[src/rtl/seq_pkg.sv]
`default_nettype none
// ---------------------------------------------------------------------------
// seq_pkg : shared state encoding and tempo-divider sizing functions
// Rev 1.0
// ---------------------------------------------------------------------------
package seq_pkg;

  typedef enum logic [2:0] {
    LOAD_BPM      = 3'd0,
    LOAD_BPM_WAIT = 3'd1,
    LOAD_CH       = 3'd2,
    LOAD_CH_WAIT  = 3'd3,
    PLAY          = 3'd4,
    STOPPED       = 3'd5,
    STOPPED_WAIT  = 3'd6
  } state_t;

  // Accumulator units per step: clock cycles per minute divided by steps per beat.
  function automatic longint calc_thresh(input longint clk_hz, input longint spb);
    return (clk_hz * 64'd60) / spb;
  endfunction

  function automatic int calc_acc_w(input longint thresh, input int bpm_w);
    return $clog2(thresh + (longint'(1) << bpm_w));
  endfunction

endpackage
`default_nettype wire

[src/rtl/tempo_accum.sv]
`default_nettype none
// ---------------------------------------------------------------------------
// tempo_accum : fractional tempo divider, adv pulses at an exact average rate
// Rev 1.0
// ---------------------------------------------------------------------------
module tempo_accum #(
  parameter int     BPM_W  = 8,
  parameter longint THRESH = 60,
  parameter int     ACC_W  = 9
) (
  input  logic             clk,
  input  logic             reset,
  input  logic             clear,
  input  logic             en,
  input  logic [BPM_W-1:0] bpm,
  output logic             adv
);

  localparam logic [ACC_W-1:0] TH = ACC_W'(THRESH);

  logic [ACC_W-1:0] acc;
  logic [ACC_W-1:0] sum;

  // Residue is carried over on advance, so rounding never accumulates.
  assign sum = acc + ACC_W'(bpm);
  assign adv = en && (sum >= TH);

  always_ff @(posedge clk or posedge reset) begin
    if (reset) begin
      acc <= '0;
    end else if (clear) begin
      acc <= '0;
    end else if (en) begin
      acc <= adv ? (sum - TH) : sum;
    end
  end

endmodule
`default_nettype wire

[src/rtl/step_sequencer.sv]
`default_nettype none
// ---------------------------------------------------------------------------
// step_sequencer : go-button pattern loader and looping multi-channel trigger
// Rev 1.0
// ---------------------------------------------------------------------------
module step_sequencer
  import seq_pkg::*;
#(
  parameter int     NUM_CH         = 4,
  parameter int     NUM_STEPS      = 8,
  parameter int     STEPS_PER_BEAT = 2,
  parameter int     BPM_W          = 8,
  parameter longint CLK_HZ         = 50_000_000
) (
  input  logic                         clk,
  input  logic                         reset,
  input  logic                         go,
  input  logic                         stop,
  input  logic [NUM_STEPS-1:0]         data_in,
  input  logic [BPM_W-1:0]             bpm_in,
  output logic                         ld_bpm,
  output logic [NUM_CH-1:0]            ld_ch,
  output logic                         ld_reject,
  output logic                         play,
  output logic [$clog2(NUM_STEPS)-1:0] step,
  output logic [NUM_CH-1:0]            trig,
  output logic                         beat,
  output logic                         bar
);

  localparam longint           THRESH = calc_thresh(CLK_HZ, longint'(STEPS_PER_BEAT));
  localparam int               ACC_W  = calc_acc_w(THRESH, BPM_W);
  localparam logic [ACC_W-1:0] TH     = ACC_W'(THRESH);
  localparam int               STEP_W = $clog2(NUM_STEPS);
  localparam int               CH_W   = (NUM_CH > 1) ? $clog2(NUM_CH) : 1;
  localparam logic [STEP_W-1:0] LAST_STEP = STEP_W'(NUM_STEPS - 1);
  localparam logic [CH_W-1:0]   LAST_CH   = CH_W'(NUM_CH - 1);

  state_t                  state;
  logic [BPM_W-1:0]        bpm;
  logic [CH_W-1:0]         ch;
  logic [NUM_STEPS-1:0]    pattern [NUM_CH];

  logic                    adv;
  logic                    acc_clear;
  logic                    acc_en;
  logic                    enter_play;
  logic                    bpm_bad;
  logic [STEP_W-1:0]       next_step;
  logic                    next_beat;
  logic [NUM_CH-1:0]       col0;
  logic [NUM_CH-1:0]       next_col;

  assign ld_bpm = (state == LOAD_BPM);
  assign play   = (state == PLAY);

  assign bpm_bad    = (bpm_in == '0) || (ACC_W'(bpm_in) > TH);
  assign enter_play = !go && (((state == LOAD_CH_WAIT) && (ch == LAST_CH)) ||
                              (state == STOPPED_WAIT));
  // Stop wins over an advance, so the divider is frozen on the stopping edge too.
  assign acc_en     = play && !stop;
  assign acc_clear  = enter_play;

  assign next_step = (step == LAST_STEP) ? '0 : step + 1'b1;
  assign next_beat = ((int'(next_step) % STEPS_PER_BEAT) == 0);

  generate
    for (genvar c = 0; c < NUM_CH; c++) begin : g_col
      assign ld_ch[c]    = (state == LOAD_CH) && (ch == CH_W'(c));
      assign col0[c]     = pattern[c][0];
      assign next_col[c] = pattern[c][next_step];
    end
  endgenerate

  tempo_accum #(
    .BPM_W (BPM_W),
    .THRESH(THRESH),
    .ACC_W (ACC_W)
  ) u_tempo_accum (
    .clk  (clk),
    .reset(reset),
    .clear(acc_clear),
    .en   (acc_en),
    .bpm  (bpm),
    .adv  (adv)
  );

  always_ff @(posedge clk or posedge reset) begin
    if (reset) begin
      state     <= LOAD_BPM;
      bpm       <= '0;
      ch        <= '0;
      step      <= '0;
      trig      <= '0;
      beat      <= 1'b0;
      bar       <= 1'b0;
      ld_reject <= 1'b0;
      for (int c = 0; c < NUM_CH; c++) pattern[c] <= '0;
    end else begin
      trig      <= '0;
      beat      <= 1'b0;
      bar       <= 1'b0;
      ld_reject <= 1'b0;
      case (state)
        LOAD_BPM: begin
          if (go) begin
            if (bpm_bad) begin
              ld_reject <= 1'b1;
            end else begin
              bpm   <= bpm_in;
              state <= LOAD_BPM_WAIT;
            end
          end
        end
        LOAD_BPM_WAIT: begin
          if (!go) begin
            ch    <= '0;
            state <= LOAD_CH;
          end
        end
        LOAD_CH: begin
          if (go) begin
            pattern[ch] <= data_in;
            state       <= LOAD_CH_WAIT;
          end
        end
        LOAD_CH_WAIT: begin
          if (!go && (ch != LAST_CH)) begin
            ch    <= ch + 1'b1;
            state <= LOAD_CH;
          end
        end
        PLAY: begin
          if (stop) begin
            state <= STOPPED;
          end else if (adv) begin
            step <= next_step;
            trig <= next_col;
            beat <= next_beat;
            bar  <= (next_step == '0);
          end
        end
        STOPPED: begin
          if (go) state <= STOPPED_WAIT;
        end
        STOPPED_WAIT: ;
        default: state <= LOAD_BPM;
      endcase
      // Every entry into playback restarts the bar with step 0 pulses.
      if (enter_play) begin
        state <= PLAY;
        step  <= '0;
        trig  <= col0;
        beat  <= 1'b1;
        bar   <= 1'b1;
      end
    end
  end

endmodule
`default_nettype wire

[config.mk]
export PLATFORM = sky130hd
export DESIGN_NAME = step_sequencer
export DESIGN_NICKNAME = d
export VERILOG_FILES = /design/src/rtl/seq_pkg.sv /design/src/rtl/tempo_accum.sv /design/src/rtl/step_sequencer.sv
export SDC_FILE = /design/constraint.sdc
export NUM_CORES = 1
export LEC_CHECK = 0
export CORE_MARGIN = 2
export CORE_UTILIZATION = 35
export DETAILED_ROUTE_END_ITERATION = 8
export GPL_ROUTABILITY_DRIVEN = 0
export HOLD_SLACK_MARGIN = 0.08
export SLEW_MARGIN = 5
export SYNTH_ARGS = -nofsm -noshare
export SYNTH_HDL_FRONTEND = slang
export SYNTH_SLANG_ARGS = --single-unit
export TNS_END_PERCENT = 5
[constraint.sdc]
create_clock -name clk -period 4.6 [get_ports clk]
set_input_delay 0.92 -clock clk [delete_from_list [all_inputs] [get_ports clk]]
set_output_delay 0.92 -clock clk [all_outputs]
set_load 0.03 [all_outputs]
==> run metrics <==
clock share of power approximately 24%; Leak between 2 and 3 nW; Root Buffer clkbuf_16; CP Cell Sequence ha_1 > inv_1 > fa_1 > nand2b_1 > a211o_1 > a21bo_2 > o31ai_1 > a22oi_1 > nor2_1 > nand4b_1 > a21oi_2 > nand2_1 > nor4_1 > o21ai_0 > a21oi_1; Iteration-0 DRC Markers 347; Max stage delay cell, worst path nor4_1; RSZ-0062 raised after global routing no; vias per cell around 5.6; Relative slew margins approximately 24%; Finish-stage setup viols 0; Worst-path clk slew 0.07 ns; setup_tns 0 ns; status finished, final reports clean; Area Growth Syn to Fin 16.2%; peak fanout along the critical path 17; register area share after synthesis a little under two fifths; Synth top area share a little under two fifths; switching power roughly 0.0011 W; post-DP HPWL approximately 11000 um; commonest non-fill, non-tap cell in the layout dfrtp_1; number of global-route vias before repair between 4k and 5k; Final Cycle Share between 90% and 100%; CP Data Arrival Time 4.57 ns; Comb pwr share approximately 36%; Via Count 4878; die width between 100 and 150 um; Power Density between 400 and 500 nW/um^2; Worst VDD drop approximately 0.35 mV; Distinct cells, synth 77; CP Launch Type flip-flop; FILL cells 1575; worst-margin pin slew around 1.1 ns; clk_skew between 0.008 and 0.009 ns; area leader, netlist dfrtp_1; drt first pass iters 5; Core Area about 16000 sq um; first-pass GRT wire length ~25000 um; Final Net Count 680; CTS tree built; Initial Utilization a little over a third; CTS buffer count 9; GR Overflow Total 0; most frequent cells in the layout 86 x dfrtp_1, 49 x nand2_1, 41 x nor2_1, 40 x mux2_2, 38 x o21ai_0; post-layout util 41.3%; Die H about 130 um; Post-synth ARST share 100%; clock sinks 86; Yosys reg bits 86; internal power between 0.0015 and 0.002 W; Net Sw Frac ~37%; largest net degree at the start of global routing 45; DRC 0; min Tclk post-route about 4.3 ns; Synth area leaders dfrtp_1 37%, mux2_2 7.7%, xnor2_1 3.5%, ha_1 3.4%, o21ai_0 3.3%; I/O Buffers 35; Slew Limit Fails 0; cells after synthesis approximately 620; WL/cell between 15 and 20 um; Max Cap Viol 0; worst path required time approximately 4.9 ns; final hold violations 0; dpl cell area 6390 sq um; # H-tree levels 3; Post-synth EDFFs 0; Yosys Warn Count 0; Syn Area/Cell ~9.4 sq um; class of the worst hold path flip-flop to flip-flop; layout cells sized above 1 ~18%; Clock Latency Late Sink 0.35 ns; CP Class flip-flop to flip-flop; total wire length 15100 um; total track usage 17.8%; Mapped Area 5830 sq um; CTS Buffer Depth 2; std cell rows 47; Antenna Nets Post-Route 0; die area between 15000 and 20000 sq um; antenna cells 0; Sequential Power Share 39.9%; Top FF cell, synth dfrtp_1; Final Cell Area 6770 sq um; Net Count, Synth between 600 and 700; CP max stage delay about 0.43 ns; initial antenna violation count 0; number of I/O pins 36; Max Freq between 0.2 and 0.25 GHz; FF/Latch Area 2150 sq um; area of the multi-input gates about 3500 sq um; Critical Path End Type flip-flop
-- power by group through the flow --
stage	registers [W]	logic, W	clock network (W)
floorplan	0.00113	0.000877	0
global placement	0.00120	0.00105	0
detailed placement	0.00122	0.00107	0
CTS	0.00121	0.00108	0.000754
global route	0.00125	0.00120	0.000783
finish	0.00121	0.00109	0.000736
-- synthesized netlist by cell type (12+ instances only) --
| cell type | instances |
|---|---|
| dfrtp_1 | 86 |
| inv_1 | 17 |
| nor3_1 | 17 |
| clkbuf_1 | 22 |
| xnor2_1 | 23 |
| ha_1 | 16 |
| mux2_2 | 40 |
| xor2_1 | 12 |
| nand2_1 | 49 |
| nand3_1 | 33 |
| o21ai_0 | 39 |
| buf_2 | 12 |
| a21oi_1 | 30 |
| nor2_1 | 41 |
-- stage by stage --
step	setup WS (ns)	std cells	total power, W	hold WS (ns)
final	0.307	868	0.00303	0.507
after CTS	0.0157	864	0.00304	0.509
after global routing	0.00810	868	0.00323	0.523
after global placement	0.232	848	0.00225	0.483
after detailed placement	0.0438	848	0.00229	0.492
after floorplan	0.526	618	0.00201	0.454
-- final timing paths --
path	startpoint	endpoint	slack, ns	cells after the start
setup / recovery	bpm[0]$_DFFE_PP0P_	u_tempo_accum.acc[17]$_DFFE_PP0P_	0.31	15
hold / removal	pattern[28]$_DFFE_PP0P_	pattern[28]$_DFFE_PP0P_	0.51	1
setup reg to reg	bpm[0]$_DFFE_PP0P_	u_tempo_accum.acc[17]$_DFFE_PP0P_	0.31	15
hold reg to reg	pattern[28]$_DFFE_PP0P_	pattern[28]$_DFFE_PP0P_	0.51	1
max in group asynchronous	reset	u_tempo_accum.acc[30]$_DFFE_PP0P_	2.54	3
min in group asynchronous	reset	pattern[26]$_DFFE_PP0P_	0.99	2
-- flip-flops by register name, summed over array words and instances, names as in the netlist --
name / cells
bar: 1
state: 3
ch: 2
col0: 4
bpm: 8
trig: 4
pattern: 28
ld_reject: 1
step: 3
u_tempo_accum.acc: 31
beat: 1
-- kinds of logic (layout without fill, tap and decap cells) --
family	Yosys count	after routing	synth area share, %
muxes	57	57	12.4
AOI/OAI and AO/OA	150	150	17.7
and+or+nand+nor	216	216	19.8
adders and majority gates	17	17	3.78
xor gates and xnor gates	35	35	5.26
buffers and inverters	57	87	4.12
DFF	86	86	36.9
-- layout make-up --
class                   instances  share of cell area, %
clock buffers                   9                   3.33
clock inverters                 7                   1.15
inverters                      18                   1.02
multi-input cells             475                   51.5
flip-flops and latches         86                   31.8
well taps                     220                   4.07
repair buffers                 53                   7.17
-- worst max-delay path, delay by kind of cell, from the launching register on --
kind                       cells  cell delay, ns
buffers and inverters          1            0.06
AOI/OAI and AO/OA              7            1.86
DFF                            1            0.35
adders and majority gates      2            0.58
and+or+nand+nor                5            1.37
-- repair_timing --
action                                  in CTS  in global routing
hold buffers                                 0                  0
setup buffers                                0                  4
endpoints found under the setup margin       0                 29
gates resized for setup                      0                  9
-- per-layer routing --
layer / part of all wire [%] / up-vias / global-route usage [%]
met5: 0 / - / 0
met4: 2.0 / 0 / 5.26
met3: 5.3 / 26 / 3.75
met2: 48 / 155 / 29.8
met1: 45 / 2378 / 23.1
li1: - / 2319 / -
(Power assumes the default switching activity.)
